[src/rtl/hps_rst_pkg.sv]
// Shared types and the key priority encoder for the HPS reset-request controller.
package hps_rst_pkg;

    typedef enum logic [1:0] {
        ST_IDLE    = 2'd0,
        ST_ASSERT  = 2'd1,
        ST_HOLDOFF = 2'd2
    } state_e;

    typedef enum logic [2:0] {
        CAUSE_NONE  = 3'd0,
        CAUSE_COLD  = 3'd1,
        CAUSE_WARM  = 3'd2,
        CAUSE_DEBUG = 3'd3,
        CAUSE_WDOG  = 3'd4
    } cause_e;

    // Cold beats warm beats debug when presses land on the same cycle.
    function automatic cause_e prio_encode(input logic cold, input logic warm, input logic debug);
        if (cold)  return CAUSE_COLD;
        if (warm)  return CAUSE_WARM;
        if (debug) return CAUSE_DEBUG;
        return CAUSE_NONE;
    endfunction

endpackage

[src/rtl/hps_rst_debounce.sv]
// One pushbutton: 2-flop synchroniser, debounce counter and registered press (1->0) pulse.
module hps_rst_debounce
    import hps_rst_pkg::*;
#(
    parameter int unsigned DEBOUNCE_CYCLES = 50000
) (
    input  logic i_clk,
    input  logic i_rst,
    input  logic i_key_n,
    output logic o_press
);

    localparam int unsigned CNT_W = (DEBOUNCE_CYCLES > 1) ? $clog2(DEBOUNCE_CYCLES) : 1;
    localparam logic [CNT_W-1:0] CNT_LAST = CNT_W'(DEBOUNCE_CYCLES - 1);

    logic [1:0]       r_sync;
    logic             r_deb;
    logic [CNT_W-1:0] r_cnt;
    logic             r_press;

    // Everything resets to the released level so reset exit never looks like a press.
    always_ff @(posedge i_clk or posedge i_rst) begin
        if (i_rst) begin
            r_sync  <= 2'b11;
            r_deb   <= 1'b1;
            r_cnt   <= '0;
            r_press <= 1'b0;
        end else begin
            r_sync  <= {r_sync[0], i_key_n};
            r_press <= 1'b0;
            if (r_sync[1] == r_deb) begin
                r_cnt <= '0;
            end else if (r_cnt == CNT_LAST) begin
                r_cnt   <= '0;
                r_deb   <= r_sync[1];
                r_press <= ~r_sync[1];
            end else begin
                r_cnt <= r_cnt + CNT_W'(1);
            end
        end
    end

    assign o_press = r_press;

endmodule

[src/rtl/hps_reset_req_ctrl.sv]
// Debounces three reset keys and issues prioritised f2h reset-request pulses with hold-off.
// Optional heartbeat watchdog is built in when HPS_RST_WDOG_EN is defined.
module hps_reset_req_ctrl
    import hps_rst_pkg::*;
#(
    parameter int unsigned DEBOUNCE_CYCLES = 50000,
    parameter int unsigned PULSE_CYCLES    = 256,
    parameter int unsigned HOLDOFF_CYCLES  = 1024,
    parameter int unsigned WDOG_CYCLES     = 2**24
) (
    input  logic       clk_clk,
    input  logic       reset_reset,
    input  logic       key_cold_n,
    input  logic       key_warm_n,
    input  logic       key_debug_n,
    input  logic       heartbeat_i,
    output logic       f2h_cold_reset_req_n,
    output logic       f2h_warm_reset_req_n,
    output logic       f2h_debug_reset_req_n,
    output logic       busy,
    output logic [2:0] last_cause
);

    localparam int unsigned MAX_CYC = (PULSE_CYCLES > HOLDOFF_CYCLES) ? PULSE_CYCLES : HOLDOFF_CYCLES;
    localparam int unsigned CNT_W   = (MAX_CYC > 1) ? $clog2(MAX_CYC) : 1;
    localparam logic [CNT_W-1:0] PULSE_LOAD = CNT_W'(PULSE_CYCLES - 1);
    localparam logic [CNT_W-1:0] HOLD_LOAD  = CNT_W'(HOLDOFF_CYCLES - 1);

    logic w_press_cold;
    logic w_press_warm;
    logic w_press_debug;
    logic w_any_press;
    logic w_wdog_expire;

    state_e           r_state;
    state_e           w_state_d;
    logic [CNT_W-1:0] r_cnt;
    logic [CNT_W-1:0] w_cnt_d;
    cause_e           r_cause;
    cause_e           w_cause_d;

    logic r_cold_n;
    logic r_warm_n;
    logic r_debug_n;
    logic r_busy;
    logic w_cold_n_d;
    logic w_warm_n_d;
    logic w_debug_n_d;
    logic w_busy_d;

    hps_rst_debounce #(.DEBOUNCE_CYCLES(DEBOUNCE_CYCLES)) u_db_cold (
        .i_clk(clk_clk), .i_rst(reset_reset), .i_key_n(key_cold_n), .o_press(w_press_cold)
    );
    hps_rst_debounce #(.DEBOUNCE_CYCLES(DEBOUNCE_CYCLES)) u_db_warm (
        .i_clk(clk_clk), .i_rst(reset_reset), .i_key_n(key_warm_n), .o_press(w_press_warm)
    );
    hps_rst_debounce #(.DEBOUNCE_CYCLES(DEBOUNCE_CYCLES)) u_db_debug (
        .i_clk(clk_clk), .i_rst(reset_reset), .i_key_n(key_debug_n), .o_press(w_press_debug)
    );

    assign w_any_press = w_press_cold | w_press_warm | w_press_debug;

`ifdef HPS_RST_WDOG_EN
    localparam int unsigned WD_W = (WDOG_CYCLES > 1) ? $clog2(WDOG_CYCLES) : 1;
    localparam logic [WD_W-1:0] WD_LAST = WD_W'(WDOG_CYCLES - 1);

    logic [2:0]      r_hb_sync;
    logic [WD_W-1:0] r_wdog_cnt;
    logic            w_hb_edge;

    assign w_hb_edge     = r_hb_sync[1] ^ r_hb_sync[2];
    assign w_wdog_expire = (r_state == ST_IDLE) && (r_wdog_cnt == WD_LAST) && !w_hb_edge;

    // Watchdog only runs while idle; any heartbeat edge is a kick.
    always_ff @(posedge clk_clk or posedge reset_reset) begin
        if (reset_reset) begin
            r_hb_sync  <= '0;
            r_wdog_cnt <= '0;
        end else begin
            r_hb_sync <= {r_hb_sync[1:0], heartbeat_i};
            if ((r_state != ST_IDLE) || w_hb_edge || (r_wdog_cnt == WD_LAST)) begin
                r_wdog_cnt <= '0;
            end else begin
                r_wdog_cnt <= r_wdog_cnt + WD_W'(1);
            end
        end
    end
`else
    logic        w_unused_hb;
    logic [31:0] w_unused_wdog;
    assign w_unused_hb   = heartbeat_i;
    assign w_unused_wdog = 32'(WDOG_CYCLES);
    assign w_wdog_expire = 1'b0;
`endif

    always_ff @(posedge clk_clk or posedge reset_reset) begin
        if (reset_reset) begin
            r_state <= ST_IDLE;
            r_cnt   <= '0;
            r_cause <= CAUSE_NONE;
        end else begin
            r_state <= w_state_d;
            r_cnt   <= w_cnt_d;
            r_cause <= w_cause_d;
        end
    end

    // Next state; one shared down-counter times both the pulse and the hold-off.
    always_comb begin
        w_state_d = r_state;
        w_cnt_d   = r_cnt;
        w_cause_d = r_cause;
        case (r_state)
            ST_IDLE: begin
                if (w_any_press) begin
                    w_state_d = ST_ASSERT;
                    w_cnt_d   = PULSE_LOAD;
                    w_cause_d = prio_encode(w_press_cold, w_press_warm, w_press_debug);
                end else if (w_wdog_expire) begin
                    w_state_d = ST_ASSERT;
                    w_cnt_d   = PULSE_LOAD;
                    w_cause_d = CAUSE_WDOG;
                end
            end
            ST_ASSERT: begin
                if (w_press_cold && (r_cause != CAUSE_COLD)) begin
                    w_cnt_d   = PULSE_LOAD;
                    w_cause_d = CAUSE_COLD;
                end else if (r_cnt == '0) begin
                    w_state_d = ST_HOLDOFF;
                    w_cnt_d   = HOLD_LOAD;
                end else begin
                    w_cnt_d = r_cnt - CNT_W'(1);
                end
            end
            ST_HOLDOFF: begin
                if (r_cnt == '0) begin
                    w_state_d = ST_IDLE;
                end else begin
                    w_cnt_d = r_cnt - CNT_W'(1);
                end
            end
            default: begin
                w_state_d = ST_IDLE;
                w_cnt_d   = '0;
            end
        endcase
    end

    // Output decode from the next state so the request lines switch on the same edge as the FSM.
    always_comb begin
        w_cold_n_d  = 1'b1;
        w_warm_n_d  = 1'b1;
        w_debug_n_d = 1'b1;
        w_busy_d    = (w_state_d != ST_IDLE);
        if (w_state_d == ST_ASSERT) begin
            w_cold_n_d  = (w_cause_d != CAUSE_COLD);
            w_warm_n_d  = !((w_cause_d == CAUSE_WARM) || (w_cause_d == CAUSE_WDOG));
            w_debug_n_d = (w_cause_d != CAUSE_DEBUG);
        end
    end

    always_ff @(posedge clk_clk or posedge reset_reset) begin
        if (reset_reset) begin
            r_cold_n  <= 1'b1;
            r_warm_n  <= 1'b1;
            r_debug_n <= 1'b1;
            r_busy    <= 1'b0;
        end else begin
            r_cold_n  <= w_cold_n_d;
            r_warm_n  <= w_warm_n_d;
            r_debug_n <= w_debug_n_d;
            r_busy    <= w_busy_d;
        end
    end

    assign f2h_cold_reset_req_n  = r_cold_n;
    assign f2h_warm_reset_req_n  = r_warm_n;
    assign f2h_debug_reset_req_n = r_debug_n;
    assign busy                  = r_busy;
    assign last_cause            = r_cause;

endmodule

[config.mk]
export PLATFORM = sky130hd
export DESIGN_NAME = hps_reset_req_ctrl
export DESIGN_NICKNAME = d
export VERILOG_FILES = /design/src/rtl/hps_rst_pkg.sv /design/src/rtl/hps_rst_debounce.sv /design/src/rtl/hps_reset_req_ctrl.sv
export SDC_FILE = /design/constraint.sdc
export NUM_CORES = 1
export LEC_CHECK = 0
export CAP_MARGIN = 20
export CELL_PAD_IN_SITES_DETAIL_PLACEMENT = 1
export CELL_PAD_IN_SITES_GLOBAL_PLACEMENT = 2
export CORE_MARGIN = 2
export CORE_UTILIZATION = 40
export DETAILED_ROUTE_END_ITERATION = 12
export PLACE_DENSITY = 0.89
export SYNTH_ARGS = -nofsm -noshare
export SYNTH_HDL_FRONTEND = slang
export SYNTH_SLANG_ARGS = --single-unit
[constraint.sdc]
create_clock -name clk_clk -period 3.4 [get_ports clk_clk]
set_clock_uncertainty 0.2 [all_clocks]
set_input_delay 0.34 -clock clk_clk [delete_from_list [all_inputs] [get_ports clk_clk]]
set_output_delay 0.34 -clock clk_clk [all_outputs]
set_load 0.01 [all_outputs]
# Word-level counts from Yosys, hierarchy flattened
# Cells that the tools add are included.
[classes]
n_reduce_logical = 10
shifts = 0
mux = 46
div = 0
addsub = 4
multipliers = 0
eq_ne = 16
bitwise_logic = 8
magnitude_cmp = 0
[ops]
columns = ["op", "count"]
rows = [
  ["2-to-1 mux 16 bit", 6],
  ["adder 16 x 1 -> 16 bit (second input constant)", 3],
  ["equality test 16 bit (second input constant)", 3],
  ["2-to-1 mux 10 bit", 4],
  ["one-hot mux 10 bit (3 select lines)", 1],
  ["2-to-1 mux 3 bit", 8],
  ["2-to-1 mux 1 bit", 21],
  ["logical NOT 10 bit", 1],
  ["subtractor 10 x 1 -> 10 bit (second input constant)", 1],
  ["2-to-1 mux 2 bit", 4],
  ["AND reduction 2 bit", 4],
  ["!= test 3 x 1 -> 1 bit (second input constant)", 2],
  ["NOT 1 bit", 6],
  ["one-hot mux 2 bit (3 select lines)", 1],
  ["one-hot mux 3 bit (2 select lines)", 1],
  ["equality test 2 x 1 -> 1 bit (second input constant)", 2],
  ["!= test 2 bit (second input constant)", 2],
  ["equality test 1 bit", 3],
  ["equality test 3 x 2 -> 1 bit (second input constant)", 1],
  ["equality test 3 bit (second input constant)", 1],
  ["!= test 3 x 2 -> 1 bit (second input constant)", 1],
  ["equality test 2 bit (second input constant)", 1],
  ["logical NOT 2 bit", 1],
  ["OR 1 bit", 2],
  ["4 further kinds", 4],
]
[word_totals]
word_cells = 103
in_bits = 6
mem_bits_ro = 0
mem_count = 0
reg_bits = 79
output_inout_bits = 7
mem_bits_rw = 0
latch_bits = 0

# Depth between registers and ports, before layout
# Gate-level depths: netlist of the first run.
[logic_depth]
ltp_word = 20
mapped_depth = 8

# Modules after synthesis
# Synthesis of the first run repeated with hierarchy kept, for this count alone.
[hier_totals]
hier_cells = 414
area_unflattened_um2 = 4384.2
[by_module_without_submodules]
columns = ["mod", "cells_each", "instances", "area_each_um2"]
rows = [
  ["hps_rst_debounce", 94, 3, 1067.3],
  ["hps_reset_req_ctrl", 132, 1, 1182.4],
]

# Worst setup path before layout of the first run
# OpenSTA, ideal clock, no wires.
[synth_timing]
path_kind = "flip-flop to flip-flop"
startpoint = "register r_cnt[0]"
endpoint = "register r_cnt[2]"
required_time_ns = 3.067
synth_period_minus_slack_ns = 2.225
arrival_time_ns = 1.892
slack_ns = 1.175
path_stages_with_launch = 9
path_cell_list = "dfrtp_1 inv_1 ha_1 or4b_1 clkbuf_1 nor4_4 or2_1 buf_6 o21ai_0"
[synth_via]
elab_chain_len = 4
[synth_lines]
columns = ["element", "line_no", "rtl"]
rows = [
  ["start, declared", "hps_reset_req_ctrl.sv:37", "logic [CNT_W-1:0] r_cnt;"],
  ["start signal, assigned", "hps_reset_req_ctrl.sv:103", "r_cnt <= w_cnt_d;"],
  ["subtractor 10 x 1 -> 10 bit or logical NOT 10 bit (tied branches)", "--", ""],
  ["2-to-1 mux 10 bit", "hps_reset_req_ctrl.sv:129", "end else if (r_cnt == '0) begin"],
  ["2-to-1 mux 10 bit", "hps_reset_req_ctrl.sv:126", "if (w_press_cold && (r_cause != CAUSE_COLD)) begin"],
  ["one-hot mux 10 bit (3 select lines)", "hps_reset_req_ctrl.sv:113", "case (r_state)"],
]
# Parallel ways exist; a longest one is shown, timed or not. The select of a mux whose other input is x is not followed.
# A chain may end at the register's enable or synchronous reset.

# Worst setup path after layout of the first run
[layout_timing]
startpoint = "register r_cnt[0]"
endpoint = "register r_cnt[1]"
# Same word-level chain as after synthesis.

==> results of run 1 <==
==> state kept, by name, indices dropped and copies added (netlist names), 2 cells and up <==
name	flops
u_db_debug.r_sync	2
u_db_warm.r_sync	2
u_db_cold.r_sync	2
u_db_warm.r_cnt	16
u_db_debug.r_cnt	16
u_db_cold.r_cnt	16
last_cause	3
r_state	2
r_cnt	10
==> synth_stat cells (4+ instances only) <==
master / instances
dfrtp_1: 67
nor2_1: 50
xor2_1: 26
nand2_1: 20
nand3_1: 17
nand4_1: 17
inv_1: 15
o21ai_0: 14
a21oi_1: 12
clkbuf_1: 12
dfstp_2: 12
nor3_1: 12
xnor2_1: 12
and3_1: 10
nor4_1: 9
and4_1: 7
nor4bb_1: 7
or3_1: 7
o31ai_1: 6
ha_1: 5
nor4b_1: 5
or4_1: 5
a211oi_1: 4
==> critical path, cell delays in order (launching register included) <==
cell	delay (ns)
dfrtp_1	0.43
inv_1	0.11
ha_1	0.15
or4b_1	0.54
or3_2	0.48
a21oi_1	0.26
o31a_2	0.17
==> power by group through the flow <==
stage	logic [mW]	clock network (mW)	registers (mW)
2_1_floorplan	0.0329	0	0.981
3_3_place_gp	0.0498	0	0.982
3_5_place_dp	0.0512	0	0.983
4_1_cts	0.0518	0.719	0.965
5_1_grt	0.0581	0.761	0.968
6_report	0.0490	0.696	0.965
==> through the flow <==
stage | cells | utilization | worst slack (ns)
after floorplan | 395 | - | 0.856
after global placement | 525 | 0.432 | 1.04
after detailed placement | 525 | 0.432 | 1.02
after CTS | 541 | 0.451 | 0.998
after global routing | 541 | 0.451 | 0.796
final | 541 | 0.451 | 0.995
==> worst min path at each step <==
stage | cells past startpoint | to
after floorplan | 0 | u_db_cold.r_sync[0]$_DFF_PP1_
after global placement | 0 | u_db_debug.r_sync[1]$_DFF_PP1_
after detailed placement | 0 | u_db_warm.r_sync[1]$_DFF_PP1_
after CTS | 2 | u_db_cold.r_cnt[9]$_DFF_PP0_
after global routing | 2 | u_db_cold.r_cnt[11]$_DFF_PP0_
final | 2 | u_db_cold.r_cnt[7]$_DFF_PP0_
==> layer usage <==
layer / part of all wire / track usage
met4: 0.012 / 0.0589
met5: 0 / 0
met2: 0.49 / 0.288
met1: 0.47 / 0.230
met3: 0.021 / 0.0371
==> cell type report <==
class,instances,area (µm²),area share
Multi-Input combinational cell,284,1830,0.419
Inverter,15,57.6,0.0132
Sequential cell,79,1990,0.456
Clock buffer,15,156,0.0358
Tap cell,133,166,0.0381
Clock inverter,1,30.0,0.00688
Timing Repair Buffer,14,133,0.0304
==> kinds of logic (layout without fill, tap and decap cells) <==
| family | Yosys count | count (layout) | share of synthesized area |
|---|---|---|---|
| AO/OA/AOI/OAI | 56 | 56 | 0.0946 |
| XOR/XNOR | 38 | 38 | 0.0839 |
| adder cells (fa/ha/maj) | 5 | 5 | 0.0158 |
| buffers and inverters | 32 | 45 | 0.0366 |
| flip-flops | 79 | 79 | 0.502 |
| multiplexers | 3 | 3 | 0.00851 |
| AND/OR/NAND/NOR | 182 | 182 | 0.259 |
==> impl_results.html, run 1 <==
<table>
<tr><th>Metric</th><th>Value</th></tr>
<tr><th colspan="2">Yosys</th></tr>
<tr><td>Cells after synthesis</td><td>just under 400</td></tr>
<tr><td>Number of distinct library cells after synthesis</td><td>50</td></tr>
<tr><td>Synth Net Count</td><td>between 400 and 500</td></tr>
<tr><td>Area leader, netlist</td><td>dfrtp_1</td></tr>
<tr><td>Area share of the leading cell type in the synthesized netlist</td><td>0.422</td></tr>
<tr><td>Share of synthesized area occupied by flip-flops and latches</td><td>0.502</td></tr>
<tr><td>Proportion of register bits with asynchronous set or reset after synthesis</td><td>1.00</td></tr>
<tr><td>Avg Cell Area, Syn</td><td>10.0 µm²</td></tr>
<tr><td>Mapped cell area</td><td>roughly 0.0040 mm²</td></tr>
<tr><td>Number of warnings printed during yosys synthesis</td><td>0</td></tr>
<tr><td>Post-synth EDFFs</td><td>0</td></tr>
<tr><td>Count of state elements after synthesis</td><td>79</td></tr>
<tr><td>Prevailing post-synth register cell</td><td>dfrtp_1</td></tr>
<tr><td>Top area cells in the synthesized netlist</td><td>dfrtp_1 42%, dfstp_2 7.9%, xor2_1 5.7%</td></tr>
<tr><th colspan="2">Clock tree</th></tr>
<tr><td># Post-CTS Setup Buffers</td><td>0</td></tr>
<tr><td>Number of gates given a new drive strength after cts</td><td>0</td></tr>
<tr><td>Number of CTS-inserted buffers</td><td>9</td></tr>
<tr><td>Worst-skew pair later-pin latency</td><td>between 0.3 and 0.4 ns</td></tr>
<tr><td>CTS sink count</td><td>79</td></tr>
<tr><td>TritonCTS clock tree</td><td>built</td></tr>
<tr><td>Hold-fix buffers at CTS</td><td>0</td></tr>
<tr><td>Register clock-pin slew on the reported worst setup and hold paths</td><td>around 0.08 ns</td></tr>
<tr><td>Maximum clock insertion buffer count</td><td>2</td></tr>
<tr><td>Root buffer cell</td><td>clkbuf_8</td></tr>
<tr><td>Total number of H-tree levels</td><td>3</td></tr>
<tr><th colspan="2">Critical path</th></tr>
<tr><td>Worst EP required</td><td>3.50 ns</td></tr>
<tr><td>Worst Setup Path Type</td><td>reg2reg</td></tr>
<tr><td>Setup slack on the worst flop-to-flop path</td><td>roughly 1.0 ns</td></tr>
<tr><td>Crit path DAT</td><td>2.51 ns</td></tr>
<tr><td>Maximum fanout encountered on the critical timing path</td><td>5</td></tr>
<tr><td>Crit path from</td><td>r_cnt[0]$_DFFE_PP0P_</td></tr>
<tr><td>Worst reg2reg endpoint</td><td>r_cnt[1]$_DFFE_PP0P_</td></tr>
<tr><td>Critical R2R Launch</td><td>r_cnt[0]$_DFFE_PP0P_</td></tr>
<tr><td>Reg2Reg Depth</td><td>6</td></tr>
<tr><td>Capture point of the critical path</td><td>r_cnt[1]$_DFFE_PP0P_</td></tr>
<tr><td>Kind of start point of the critical path</td><td>flop</td></tr>
<tr><td>Sort of element at the end of the critical path</td><td>flop</td></tr>
<tr><th colspan="2">Timing</th></tr>
<tr><td>Max Fclk</td><td>about 420 MHz</td></tr>
<tr><td>Count of endpoints failing hold in the final timing report</td><td>0</td></tr>
<tr><td>Final max-slew violation count</td><td>0</td></tr>
<tr><td>Final sum of negative setup slack</td><td>0 ns</td></tr>
<tr><td>Final min period</td><td>2.40 ns</td></tr>
<tr><td>Final number of setup-violating endpoints</td><td>0</td></tr>
<tr><td>Minimum hold slack</td><td>0.0968 ns</td></tr>
<tr><td>Worst Max-Slew Pin Slew</td><td>~0.68 ns</td></tr>
<tr><td>Unrepaired setup endpoints after global routing</td><td>false</td></tr>
<tr><td>Headroom to the max-slew limit</td><td>0.541</td></tr>
<tr><td>Fraction of the cycle the final worst path needs</td><td>0.707</td></tr>
<tr><th colspan="2">Routing</th></tr>
<tr><td>Detailed Route WL</td><td>between 8000 and 9000 µm</td></tr>
<tr><td>Detailed Route Iter0 Violations</td><td>between 80 and 90</td></tr>
<tr><td>Overall via count from detail_route</td><td>2984</td></tr>
<tr><td>Post-route DRC</td><td>0</td></tr>
<tr><td>Antenna Nets Post-Route</td><td>0</td></tr>
<tr><td>Number of detailed-routing iterations run before antenna repair</td><td>4</td></tr>
<tr><td>Vias/cell</td><td>about 5.5</td></tr>
<tr><td>Average routed wire per standard cell</td><td>between 15 and 20 µm</td></tr>
<tr><th colspan="2">Power and ir drop</th></tr>
<tr><td>Share of total power in combinational logic</td><td>0.029</td></tr>
<tr><td>Standby leakage power</td><td>between 1.5 and 2 nW</td></tr>
<tr><td>Post-route total power</td><td>1.71 mW</td></tr>
<tr><td>Peak supply drop</td><td>~200 µV</td></tr>
<tr><td>Switching power share of the total</td><td>0.222</td></tr>
<tr><td>Relative contribution of the clock network to total power</td><td>0.407</td></tr>
<tr><td>Net switching power</td><td>~0.38 mW</td></tr>
<tr><td>Cell internal power dissipation</td><td>1.33 mW</td></tr>
<tr><td>Power density over cell area</td><td>between 300 and 400 mW/mm²</td></tr>
<tr><td>Relative contribution of sequential cells to total power</td><td>0.564</td></tr>
<tr><th colspan="2">Min path</th></tr>
<tr><td>Worst min-delay path class</td><td>in2async</td></tr>
<tr><th colspan="2">Global routing</th></tr>
<tr><td>Number of antenna violations at the first check in global routing</td><td>0</td></tr>
<tr><td>Gr ovfl total</td><td>0</td></tr>
<tr><td>GR Util All Layers</td><td>0.175</td></tr>
<tr><td>Maximum number of pins on one net before global-route repair</td><td>31</td></tr>
<tr><td>Via count of the first global-routing pass</td><td>3033</td></tr>
<tr><td>Wire length of the first global-routing pass</td><td>between 15000 and 20000 µm</td></tr>
<tr><th colspan="2">Placed design</th></tr>
<tr><td>Total half-perimeter wirelength after legalization and detailed placement</td><td>between 6000 and 7000 µm</td></tr>
<tr><td>Count of input and output buffers</td><td>11</td></tr>
<tr><td>Routability Congestion</td><td>0.806</td></tr>
<tr><td>Placed Area</td><td>approximately 0.0042 mm²</td></tr>
<tr><th colspan="2">Die</th></tr>
<tr><td>Die Span Y</td><td>104 µm</td></tr>
<tr><td>Core outline area</td><td>~0.0097 mm²</td></tr>
<tr><td>Cell Rows</td><td>36</td></tr>
<tr><td>Number of primary I/O pins</td><td>13</td></tr>
<tr><td>Initial Utilization</td><td>0.410</td></tr>
<tr><td>Horizontal extent of the die</td><td>~100 µm</td></tr>
<tr><td>Floorplan die area</td><td>0.0107 mm²</td></tr>
<tr><th colspan="2">Layout</th></tr>
<tr><td>Final-layout fill cell count</td><td>roughly 1.1k</td></tr>
<tr><td>Layout cells sized above 1</td><td>0.105</td></tr>
<tr><td>Final Instance Area</td><td>0.00437 mm²</td></tr>
<tr><td>Area delta synth-&gt;final</td><td>10.0%</td></tr>
<tr><td>Leading cell types in the layout, fill and taps excluded</td><td>67 x dfrtp_1, 50 x nor2_1, 26 x xor2_1</td></tr>
<tr><td>Inserted Diodes</td><td>0</td></tr>
<tr><td>Leading cell type in the layout, fill and taps excluded</td><td>dfrtp_1</td></tr>
<tr><td>Number of nets in the final layout</td><td>a little over 400</td></tr>
<tr><th colspan="2">Run</th></tr>
<tr><td># Max-Cap Violations</td><td>0</td></tr>
<tr><th colspan="2">Run status</th></tr>
<tr><td>Result of the run</td><td>complete, no violations</td></tr>
</table>
No activity file was read; power rests on OpenSTA's default activity.
==> run 2: changes to the inputs <==
--- a/config.mk
+++ b/config.mk
@@ -9,9 +9,9 @@
 export CELL_PAD_IN_SITES_DETAIL_PLACEMENT = 1
 export CELL_PAD_IN_SITES_GLOBAL_PLACEMENT = 2
 export CORE_MARGIN = 2
-export CORE_UTILIZATION = 40
+export CORE_UTILIZATION = 36
 export DETAILED_ROUTE_END_ITERATION = 12
-export PLACE_DENSITY = 0.89
+export PLACE_DENSITY = 0.85
 export SYNTH_ARGS = -nofsm -noshare
 export SYNTH_HDL_FRONTEND = slang
 export SYNTH_SLANG_ARGS = --single-unit
==> constraint.sdc (replaced) <==
create_clock -name clk_clk -period 2.05 [get_ports clk_clk]
set_clock_uncertainty 0.2 [all_clocks]
set_input_delay 0.205 -clock clk_clk [delete_from_list [all_inputs] [get_ports clk_clk]]
set_output_delay 0.205 -clock clk_clk [all_outputs]
set_load 0.01 [all_outputs]
==> run 2 against run 1 <==
Net effect:
- the run now ends with negative setup slack left
- combinational power increased by 90%
- maximum frequency increased by 14%
- clock-buffer cell count is 5 lower
- die area increased by 11%
- worst setup slack got worse by 1.1 ns
- first-iteration DRC count increased by 35%
==> impl_results.html, run 2 (synthesis gave the netlist of run 1 again) <==
<table>
<tr><th>Metric</th><th>Value</th></tr>
<tr><th colspan="2">Run status</th></tr>
<tr><td>Result of the run</td><td>finished with violations (was complete, no violations)</td></tr>
<tr><td>Failing checks</td><td>negative setup slack</td></tr>
<tr><th colspan="2">Timing</th></tr>
<tr><td>Count of endpoints failing hold in the final timing report</td><td>0 (unchanged)</td></tr>
<tr><td>Final min period</td><td>2.11 ns (was 2.40 ns)</td></tr>
<tr><td>Fin worst setup slack</td><td>-0.0587 ns (was 0.995 ns)</td></tr>
<tr><td>Worst Max-Slew Pin Slew</td><td>0.670 ns (was 0.682 ns)</td></tr>
<tr><td>Final sum of negative setup slack</td><td>-0.403 ns (was 0 ns)</td></tr>
<tr><td>Final number of setup-violating endpoints</td><td>11 (was 0)</td></tr>
<tr><td>Headroom to the max-slew limit</td><td>0.551 (was 0.541)</td></tr>
<tr><td>Final max-slew violation count</td><td>0 (unchanged)</td></tr>
<tr><td>Unrepaired setup endpoints after global routing</td><td>true (was false)</td></tr>
<tr><td>Fraction of the cycle the final worst path needs</td><td>1.03 (was 0.707)</td></tr>
<tr><td>Max Fclk</td><td>474 MHz (was 416 MHz)</td></tr>
<tr><th colspan="2">Die</th></tr>
<tr><td>Floorplan die area</td><td>0.0119 mm² (was 0.0107 mm²)</td></tr>
<tr><td>Horizontal extent of the die</td><td>109 µm (was 104 µm)</td></tr>
<tr><td>Number of primary I/O pins</td><td>13 (unchanged)</td></tr>
<tr><td>Core outline area</td><td>0.0108 mm² (was 0.00968 mm²)</td></tr>
<tr><td>Initial Utilization</td><td>0.368 (was 0.410)</td></tr>
<tr><td>Cell Rows</td><td>38 (was 36)</td></tr>
<tr><td>Die Span Y</td><td>109 µm (was 104 µm)</td></tr>
<tr><th colspan="2">Min path</th></tr>
<tr><td>Hold wc startpoint</td><td>key_cold_n</td></tr>
<tr><td>Hold EP</td><td>u_db_cold.r_sync[0]$_DFF_PP1_</td></tr>
<tr><td>Cells on Worst Hold Path</td><td>1</td></tr>
<tr><td>Worst min-delay path class</td><td>in2reg (was in2async)</td></tr>
<tr><th colspan="2">Critical path</th></tr>
<tr><td>Sort of element at the end of the critical path</td><td>flop (unchanged)</td></tr>
<tr><td>Reg2Reg Depth</td><td>6 (unchanged)</td></tr>
<tr><td>Stage delay of the slowest cell on the critical path</td><td>0.51 ns (was 0.54 ns)</td></tr>
<tr><td>Cell family with most CP delay</td><td>simple AND/OR/NAND/NOR gates (unchanged)</td></tr>
<tr><td>Critical R2R Launch</td><td>r_cnt[1]$_DFFE_PP0P_ (was r_cnt[0]$_DFFE_PP0P_)</td></tr>
<tr><td>Maximum fanout encountered on the critical timing path</td><td>4 (was 5)</td></tr>
<tr><td>Kind of start point of the critical path</td><td>flop (unchanged)</td></tr>
<tr><td>Worst EP required</td><td>2.17 ns (was 3.50 ns)</td></tr>
<tr><td>Master of the slowest instance on the critical path</td><td>or4b_4 (was or4b_1)</td></tr>
<tr><td>Worst Setup Path Type</td><td>reg2reg (unchanged)</td></tr>
<tr><td>WP buf/inv</td><td>1 (unchanged)</td></tr>
<tr><td>Crit path DAT</td><td>2.23 ns (was 2.51 ns)</td></tr>
<tr><td>Ordered cell list for the critical path</td><td>inv_2, ha_4, or4b_4, or3_4, o21ai_4, or4b_2 (was inv_1, ha_1, or4b_1, or3_2, a21oi_1, o31a_2)</td></tr>
<tr><td>Worst reg2reg endpoint</td><td>f2h_debug_reset_req_n$_DFF_PP1_ (was r_cnt[1]$_DFFE_PP0P_)</td></tr>
<tr><td>Setup slack on the worst flop-to-flop path</td><td>-0.06 ns (was 1.0 ns)</td></tr>
<tr><th colspan="2">Layout</th></tr>
<tr><td>Area taken by flip-flops and latches</td><td>0.00199 mm² (unchanged)</td></tr>
<tr><td>Layout cells sized above 1</td><td>0.248 (was 0.105)</td></tr>
<tr><td>Multi-input gate area</td><td>0.00197 mm² (was 0.00183 mm²)</td></tr>
<tr><td>Registers with the most flip-flops</td><td>u_db_cold.r_cnt x16, u_db_debug.r_cnt x16, u_db_warm.r_cnt x16 (unchanged)</td></tr>
<tr><td>Leading cell type in the layout, fill and taps excluded</td><td>dfrtp_1 (unchanged)</td></tr>
<tr><td>Leading cell types in the layout, fill and taps excluded</td><td>67 x dfrtp_1, 49 x nor2_1, 43 x buf_4 (was 67 x dfrtp_1, 50 x nor2_1, 26 x xor2_1)</td></tr>
<tr><td>Final core utilization</td><td>0.454 (was 0.451)</td></tr>
<tr><td>Number of nets in the final layout</td><td>458 (was 414)</td></tr>
<tr><td>Inserted Diodes</td><td>0 (unchanged)</td></tr>
<tr><td>Final-layout fill cell count</td><td>1178 (was 1112)</td></tr>
<tr><td>Area delta synth-&gt;final</td><td>23.5% (was 10.0%)</td></tr>
<tr><th colspan="2">Clock tree</th></tr>
<tr><td>Worst-skew pair later-pin latency</td><td>0.37 ns (was 0.36 ns)</td></tr>
<tr><td>TritonCTS clock tree</td><td>built (unchanged)</td></tr>
<tr><td>Total number of H-tree levels</td><td>3 (unchanged)</td></tr>
<tr><td>CTS sink count</td><td>79 (unchanged)</td></tr>
<tr><td>Number of CTS-inserted buffers</td><td>9 (unchanged)</td></tr>
<tr><td>Hold-fix buffers at CTS</td><td>0 (unchanged)</td></tr>
<tr><td>Maximum clock insertion buffer count</td><td>2 (unchanged)</td></tr>
<tr><td>Root buffer cell</td><td>clkbuf_8 (unchanged)</td></tr>
<tr><td>Register clock-pin slew on the reported worst setup and hold paths</td><td>0.09 ns (was 0.08 ns)</td></tr>
<tr><th colspan="2">Power and ir drop</th></tr>
<tr><td>Standby leakage power</td><td>2.06 nW (was 1.82 nW)</td></tr>
<tr><td>Cell internal power dissipation</td><td>2.22 mW (was 1.33 mW)</td></tr>
<tr><td>Share of total power in combinational logic</td><td>0.032 (was 0.029)</td></tr>
<tr><td>Relative contribution of the clock network to total power</td><td>0.420 (was 0.407)</td></tr>
<tr><td>Post-route total power</td><td>2.92 mW (was 1.71 mW)</td></tr>
<tr><td>Switching power share of the total</td><td>0.239 (was 0.222)</td></tr>
<tr><td>Relative contribution of sequential cells to total power</td><td>0.548 (was 0.564)</td></tr>
<tr><td>Peak supply drop</td><td>476 µV (was 203 µV)</td></tr>
<tr><td>Power density over cell area</td><td>595 mW/mm² (was 392 mW/mm²)</td></tr>
<tr><td>Net switching power</td><td>0.699 mW (was 0.379 mW)</td></tr>
<tr><th colspan="2">Run</th></tr>
<tr><td># Max-Cap Violations</td><td>0 (unchanged)</td></tr>
<tr><th colspan="2">Routing</th></tr>
<tr><td>Highest metal layer with signal wires</td><td>met4 (unchanged)</td></tr>
<tr><td>Antenna Nets Post-Route</td><td>0 (unchanged)</td></tr>
<tr><td>Wl on met1</td><td>4400 µm (was 4090 µm)</td></tr>
<tr><td>Post-route DRC</td><td>0 (unchanged)</td></tr>
<tr><td>Overall via count from detail_route</td><td>3193 (was 2984)</td></tr>
<tr><td>Detailed Route WL</td><td>9700 µm (was 8650 µm)</td></tr>
<tr><td>Detailed Route Iter0 Violations</td><td>113 (was 84)</td></tr>
<tr><td>Total length of routed met3 wires</td><td>304 µm (was 183 µm)</td></tr>
<tr><td>Met2 routed WL</td><td>4840 µm (was 4270 µm)</td></tr>
<tr><td>Average routed wire per standard cell</td><td>16.4 µm (was 16.0 µm)</td></tr>
<tr><td>Vias/cell</td><td>5.39 (was 5.52)</td></tr>
<tr><td>Number of detailed-routing iterations run before antenna repair</td><td>4 (unchanged)</td></tr>
<tr><th colspan="2">Placed design</th></tr>
<tr><td>Count of input and output buffers</td><td>11 (unchanged)</td></tr>
<tr><td>Routability Congestion</td><td>0.841 (was 0.806)</td></tr>
<tr><td>Total half-perimeter wirelength after legalization and detailed placement</td><td>6570 µm (was 6080 µm)</td></tr>
<tr><th colspan="2">Global routing</th></tr>
<tr><td>Wire length of the first global-routing pass</td><td>17000 µm (was 15200 µm)</td></tr>
<tr><td>Via count of the first global-routing pass</td><td>3456 (was 3033)</td></tr>
<tr><td>Gr ovfl total</td><td>0 (unchanged)</td></tr>
<tr><td>GR Util All Layers</td><td>0.182 (was 0.175)</td></tr>
<tr><td>Maximum number of pins on one net before global-route repair</td><td>80 (was 31)</td></tr>
<tr><td>Number of antenna violations at the first check in global routing</td><td>0 (unchanged)</td></tr>
</table>
==> run 2: changes by cell type in the layout (fill, tap and decap cells not counted), sizes merged <==
cell	previous run	this run
buf	3	47
clkbuf	15	10
inv	14	15
clkinvlp	0	2
clkinv	1	3
==> run 2: layout make-up <==
class | instances | area share
clock buffers | 10 | 0.0281
clock inverters | 6 | 0.0140
inverters | 15 | 0.0123
multi-input cells | 284 | 0.403
flip-flops and latches | 79 | 0.406
well taps | 140 | 0.0357
repair buffers | 58 | 0.101
==> run 2: worst register-to-register path, delay by kind of cell, from the launching register on <==
family / cells / cell delay (ns)
and+or+nand+nor: 3 / 1.08
DFF: 1 / 0.40
AOI/OAI and AO/OA: 1 / 0.18
adders and majority gates: 1 / 0.12
buffers and inverters: 1 / 0.09
==> run 2: how the worst max path moves through the flow <==
stage          slack, ns                              end  cells after the start                 start
2_1_floorplan      -0.16             r_cnt[2]$_DFFE_PP0P_                      8  r_cnt[0]$_DFFE_PP0P_
3_3_place_gp       -0.15             r_cnt[0]$_DFFE_PP0P_                      6  r_cnt[0]$_DFFE_PP0P_
3_5_place_dp       -0.24             r_cnt[5]$_DFFE_PP0P_                      8  r_cnt[0]$_DFFE_PP0P_
4_1_cts            -0.06  f2h_debug_reset_req_n$_DFF_PP1_                      6  r_cnt[1]$_DFFE_PP0P_
5_1_grt            -0.13  f2h_debug_reset_req_n$_DFF_PP1_                      6  r_cnt[0]$_DFFE_PP0P_
6_report           -0.06  f2h_debug_reset_req_n$_DFF_PP1_                      6  r_cnt[1]$_DFFE_PP0P_
==> run 2: what timing repair did <==
action	in CTS	in global routing
endpoints found under the setup margin	16	15
resized for setup	23	10
setup buffers	2	3
pin swaps	11	7
==> run 2: metal layers <==
metal  up-vias  global-route usage
met5         -                   0
met4         0              0.0659
met3        12              0.0424
met2        37               0.291
met1      1615               0.241
li1       1529                   -
==> run 2: through the flow <==
step	std cells	cell area [µm²]	setup slack, ns	hold WS (ns)
floorplan	395	3980	-0.159	0.00948
global placement	571	4510	-0.149	0.146
detailed placement	571	4510	-0.245	0.148
CTS	589	4830	-0.0639	0.0163
global route	592	4900	-0.128	0.0151
finish	592	4900	-0.0587	0.0365
==> run 2: power by group through the flow <==
| stage | registers [mW] | logic, mW | clock network [mW] |
|---|---|---|---|
| after detailed placement | 1.63 | 0.0982 | 0 |
| after floorplan | 1.63 | 0.0549 | 0 |
| after global routing | 1.61 | 0.109 | 1.34 |
| after CTS | 1.60 | 0.0984 | 1.28 |
| final | 1.60 | 0.0930 | 1.22 |
| after global placement | 1.63 | 0.0945 | 0 |
==> run 3: changes to the inputs <==
--- a/config.mk
+++ b/config.mk
@@ -5,11 +5,12 @@
 export SDC_FILE = /design/constraint.sdc
 export NUM_CORES = 1
 export LEC_CHECK = 0
+export ABC_AREA = 1
 export CAP_MARGIN = 20
 export CELL_PAD_IN_SITES_DETAIL_PLACEMENT = 1
 export CELL_PAD_IN_SITES_GLOBAL_PLACEMENT = 2
 export CORE_MARGIN = 2
-export CORE_UTILIZATION = 36
+export CORE_UTILIZATION = 33
 export DETAILED_ROUTE_END_ITERATION = 12
 export PLACE_DENSITY = 0.85
 export SYNTH_ARGS = -nofsm -noshare
==> run 3 against run 2 <==
Net effect:
- die area rose by 14%
- core utilization fell by 6.5 points
- critical path depth fell by 5
- worst hold slack got worse by 0.021 ns
- the flow now finishes without violations
- largest power group is now the clock network
- clock-buffer cell count rose by 2
==> impl_results.html, run 3 <==
<table>
<tr><th>Metric</th><th>Value</th></tr>
<tr><th colspan="2">Global routing</th></tr>
<tr><td>Wire length of the first global-routing pass</td><td>17000 µm (about the same)</td></tr>
<tr><td>Number of antenna violations at the first check in global routing</td><td>0 (unchanged)</td></tr>
<tr><td>GR Util All Layers</td><td>0.160 (was 0.182)</td></tr>
<tr><td>Global Route met2 Usage</td><td>0.290 (was 0.291)</td></tr>
<tr><td>Via count of the first global-routing pass</td><td>3695 (was 3456)</td></tr>
<tr><td>Met1 routing resource usage after global routing</td><td>0.189 (was 0.241)</td></tr>
<tr><td>GRT busiest layer</td><td>met2 (unchanged)</td></tr>
<tr><td>Gr ovfl total</td><td>0 (unchanged)</td></tr>
<tr><td>Global-route track usage on met3</td><td>0.0301 (was 0.0424)</td></tr>
<tr><td>Maximum number of pins on one net before global-route repair</td><td>35 (was 80)</td></tr>
<tr><th colspan="2">Min path</th></tr>
<tr><td>Worst min-delay path class</td><td>in2async (was in2reg)</td></tr>
<tr><th colspan="2">Die</th></tr>
<tr><td>Number of primary I/O pins</td><td>13 (unchanged)</td></tr>
<tr><td>Initial Utilization</td><td>0.334 (was 0.368)</td></tr>
<tr><td>Horizontal extent of the die</td><td>116 µm (was 109 µm)</td></tr>
<tr><td>Die Span Y</td><td>116 µm (was 109 µm)</td></tr>
<tr><td>Core outline area</td><td>0.0125 mm² (was 0.0108 mm²)</td></tr>
<tr><td>Cell Rows</td><td>41 (was 38)</td></tr>
<tr><td>Floorplan die area</td><td>0.0135 mm² (was 0.0119 mm²)</td></tr>
<tr><th colspan="2">Layout</th></tr>
<tr><td>Number of nets in the final layout</td><td>569 (was 458)</td></tr>
<tr><td>Layout cells sized above 1</td><td>0.117 (was 0.248)</td></tr>
<tr><td>Final Instance Area</td><td>0.00485 mm² (was 0.00490 mm²)</td></tr>
<tr><td>Registers with the most flip-flops</td><td>u_db_cold.r_cnt x16, u_db_debug.r_cnt x16, u_db_warm.r_cnt x16 (unchanged)</td></tr>
<tr><td>Leading cell type in the layout, fill and taps excluded</td><td>nand2_1 (was dfrtp_1)</td></tr>
<tr><td>Leading cell types in the layout, fill and taps excluded</td><td>137 x nand2_1, 77 x inv_1, 75 x nor2_1 (was 67 x dfrtp_1, 49 x nor2_1, 43 x buf_4)</td></tr>
<tr><td>Inserted Diodes</td><td>0 (unchanged)</td></tr>
<tr><td>Area delta synth-&gt;final</td><td>16.3% (was 23.5%)</td></tr>
<tr><td>Final core utilization</td><td>0.389 (was 0.454)</td></tr>
<tr><th colspan="2">Routing</th></tr>
<tr><td>Overall via count from detail_route</td><td>3420 (was 3193)</td></tr>
<tr><td>Average routed wire per standard cell</td><td>13.3 µm (was 16.4 µm)</td></tr>
<tr><td>Detailed Route WL</td><td>9740 µm (was 9700 µm)</td></tr>
<tr><td>Antenna Nets Post-Route</td><td>0 (unchanged)</td></tr>
<tr><td>Number of detailed-routing iterations run before antenna repair</td><td>4 (unchanged)</td></tr>
<tr><td>Post-route DRC</td><td>0 (unchanged)</td></tr>
<tr><td>Vias/cell</td><td>4.65 (was 5.39)</td></tr>
<tr><td>Detailed Route Iter0 Violations</td><td>138 (was 113)</td></tr>
<tr><th colspan="2">Clock tree</th></tr>
<tr><td># Post-CTS Setup Buffers</td><td>0 (was 2)</td></tr>
<tr><td>Maximum clock insertion buffer count</td><td>2 (unchanged)</td></tr>
<tr><td>Register clock-pin slew on the reported worst setup and hold paths</td><td>0.06 ns (was 0.09 ns)</td></tr>
<tr><td>Total number of H-tree levels</td><td>3 (unchanged)</td></tr>
<tr><td>Root buffer cell</td><td>clkbuf_16 (was clkbuf_8)</td></tr>
<tr><td>Number of CTS-inserted buffers</td><td>9 (unchanged)</td></tr>
<tr><td>TritonCTS clock tree</td><td>built (unchanged)</td></tr>
<tr><td>Number of gates given a new drive strength after cts</td><td>0 (was 23)</td></tr>
<tr><td>Hold-fix buffers at CTS</td><td>0 (unchanged)</td></tr>
<tr><td>Worst-skew pair later-pin latency</td><td>0.34 ns (was 0.37 ns)</td></tr>
<tr><td>CTS sink count</td><td>79 (unchanged)</td></tr>
<tr><th colspan="2">Power and ir drop</th></tr>
<tr><td>Power density over cell area</td><td>711 mW/mm² (was 595 mW/mm²)</td></tr>
<tr><td>Peak supply drop</td><td>341 µV (was 476 µV)</td></tr>
<tr><td>Standby leakage power</td><td>2.36 nW (was 2.06 nW)</td></tr>
<tr><td>Post-route total power</td><td>3.45 mW (was 2.92 mW)</td></tr>
<tr><th colspan="2">Critical path</th></tr>
<tr><td>Kind of start point of the critical path</td><td>flop (unchanged)</td></tr>
<tr><td>Stage delay of the slowest cell on the critical path</td><td>0.53 ns (was 0.51 ns)</td></tr>
<tr><td>Maximum fanout encountered on the critical timing path</td><td>1 (was 4)</td></tr>
<tr><td>Master of the slowest instance on the critical path</td><td>clkdlybuf4s50_1 (was or4b_4)</td></tr>
<tr><td>Sort of element at the end of the critical path</td><td>output pin (was flop)</td></tr>
<tr><td>Cell family with most CP delay</td><td>buffers and inverters (was simple AND/OR/NAND/NOR gates)</td></tr>
<tr><td>Worst Setup Path Type</td><td>reg2out (was reg2reg)</td></tr>
<tr><td>WP buf/inv</td><td>1 (unchanged)</td></tr>
<tr><td>Worst EP required</td><td>1.64 ns (was 2.17 ns)</td></tr>
<tr><td>Ordered cell list for the critical path</td><td>clkdlybuf4s50_1 (was inv_2, ha_4, or4b_4, or3_4, o21ai_4, or4b_2)</td></tr>
<tr><td>Crit path DAT</td><td>1.38 ns (was 2.23 ns)</td></tr>
<tr><th colspan="2">Yosys</th></tr>
<tr><td>Cells after synthesis</td><td>535 (was 395)</td></tr>
<tr><td>Proportion of register bits with asynchronous set or reset after synthesis</td><td>1.00 (unchanged)</td></tr>
<tr><td>Area share of the leading cell type in the synthesized netlist</td><td>0.402 (was 0.422)</td></tr>
<tr><td>Most common library cells after synthesis</td><td>137 x nand2_1, 78 x inv_1, 75 x nor2_1 (was 67 x dfrtp_1, 50 x nor2_1, 26 x xor2_1)</td></tr>
<tr><td>Number of distinct library cells after synthesis</td><td>29 (was 50)</td></tr>
<tr><td>Synth Net Count</td><td>546 (was 406)</td></tr>
<tr><td>Mapped cell area</td><td>0.00417 mm² (was 0.00397 mm²)</td></tr>
<tr><td>Post-synth EDFFs</td><td>0 (unchanged)</td></tr>
<tr><td>Top area cells in the synthesized netlist</td><td>dfrtp_1 40%, nand2_1 12%, dfstp_2 7.6% (was dfrtp_1 42%, dfstp_2 7.9%, xor2_1 5.7%)</td></tr>
<tr><td>Top-count cell post-synth</td><td>nand2_1 (was dfrtp_1)</td></tr>
<tr><td>Number of warnings printed during yosys synthesis</td><td>0 (unchanged)</td></tr>
<tr><td>Avg Cell Area, Syn</td><td>7.79 µm² (was 10.0 µm²)</td></tr>
<tr><td>Area leader, netlist</td><td>dfrtp_1 (unchanged)</td></tr>
<tr><td>Share of synthesized area occupied by flip-flops and latches</td><td>0.478 (was 0.502)</td></tr>
<tr><td>Prevailing post-synth register cell</td><td>dfrtp_1 (unchanged)</td></tr>
<tr><td>Count of state elements after synthesis</td><td>79 (unchanged)</td></tr>
<tr><th colspan="2">Timing</th></tr>
<tr><td>Unrepaired setup endpoints after global routing</td><td>false (was true)</td></tr>
<tr><td>Max Fclk</td><td>559 MHz (was 474 MHz)</td></tr>
<tr><td>Final min period</td><td>1.79 ns (was 2.11 ns)</td></tr>
<tr><td>Headroom to the max-slew limit</td><td>0.728 (was 0.551)</td></tr>
<tr><td>Final sum of negative setup slack</td><td>0 ns (was -0.403 ns)</td></tr>
<tr><td>Count of endpoints failing hold in the final timing report</td><td>0 (unchanged)</td></tr>
<tr><td>Final max-slew violation count</td><td>0 (unchanged)</td></tr>
<tr><td>Final number of setup-violating endpoints</td><td>0 (was 11)</td></tr>
<tr><td>Fin worst setup slack</td><td>0.261 ns (was -0.0587 ns)</td></tr>
<tr><td>Fraction of the cycle the final worst path needs</td><td>0.872 (was 1.03)</td></tr>
<tr><td>Worst Max-Slew Pin Slew</td><td>0.407 ns (was 0.670 ns)</td></tr>
<tr><th colspan="2">Placed design</th></tr>
<tr><td>Total half-perimeter wirelength after legalization and detailed placement</td><td>7100 µm (was 6570 µm)</td></tr>
<tr><td>Routability Congestion</td><td>0.810 (was 0.841)</td></tr>
<tr><td>Worst setup slack after placement</td><td>0.309 ns (was -0.245 ns)</td></tr>
<tr><td>Placed Area</td><td>0.00453 mm² (was 0.00451 mm²)</td></tr>
<tr><td>Count of input and output buffers</td><td>11 (unchanged)</td></tr>
<tr><th colspan="2">Run</th></tr>
<tr><td># Max-Cap Violations</td><td>0 (unchanged)</td></tr>
<tr><th colspan="2">Run status</th></tr>
<tr><td>Result of the run</td><td>complete, no violations (was finished with violations)</td></tr>
</table>
run 3: cell types whose count changed after synthesis, sizes merged, moves of 7 or more:
cell	change
nand2	+127
inv	+69
nor2	+34
nor3	+15
nand3	+14
clkbuf	-12
xor2	-12
nor4	-10
xnor2	-9
and3	-8
or3	-8
and4	-7
nor4bb	-7
run 3: where the power goes:
part / internal [mW] / switching (mW)
Sequential: 1.59 / 0.0134
Combinational: 0.0358 / 0.0722
Clock: 1.10 / 0.645
run 3: cells by family (layout without fill, tap and decap cells):
kind of cell               after synthesis  count (layout)  synth area share
buffers and inverters                   87             115            0.0807
xor gates and xnor gates                17              17            0.0357
adders and majority gates                5               5            0.0150
AOI/OAI and AO/OA                       29              29            0.0348
and+or+nand+nor                        318             318             0.356
DFF                                     79              79             0.478
run 3: cell type report:
cell class,count,area [µm²]
well taps,172,215
clock buffers,12,246
repair buffers,15,165
flip-flops and latches,79,1990
multi-input cells,369,1840
clock inverters,4,70.1
fillers,1507,7620
inverters,84,319
run 3: worst paths after layout:
kind	slack, ns	start	cells after the start	to
max	0.26	f2h_debug_reset_req_n$_DFF_PP1_	1	f2h_debug_reset_req_n
min	0.02	reset_reset	2	u_db_cold.r_cnt[6]$_DFF_PP0_
max reg2reg	0.29	u_db_warm.r_cnt[0]$_DFF_PP0_	8	u_db_warm.r_cnt[14]$_DFF_PP0_
min reg2reg	0.16	u_db_debug.r_sync[0]$_DFF_PP1_	0	u_db_debug.r_sync[1]$_DFF_PP1_
max in group asynchronous	1.07	reset_reset	3	u_db_debug.r_deb$_DFFE_PP1P_
min in group clk_clk	0.08	key_debug_n	1	u_db_debug.r_sync[0]$_DFF_PP1_
run 3: routing by layer:
layer,wire [µm],part of all wire,up-vias
li1,-,-,1718
met1,4460,0.46,1674
met2,4980,0.51,16
met3,158,0.016,12
met4,141,0.014,0
met5,0,0,-
run 3: per-stage QoR:
step	instances	hold slack, ns
finish	735	0.0157
global route	735	0.0503
CTS	735	0.0169
detailed placement	719	0.149
global placement	719	0.147
floorplan	535	0.00948
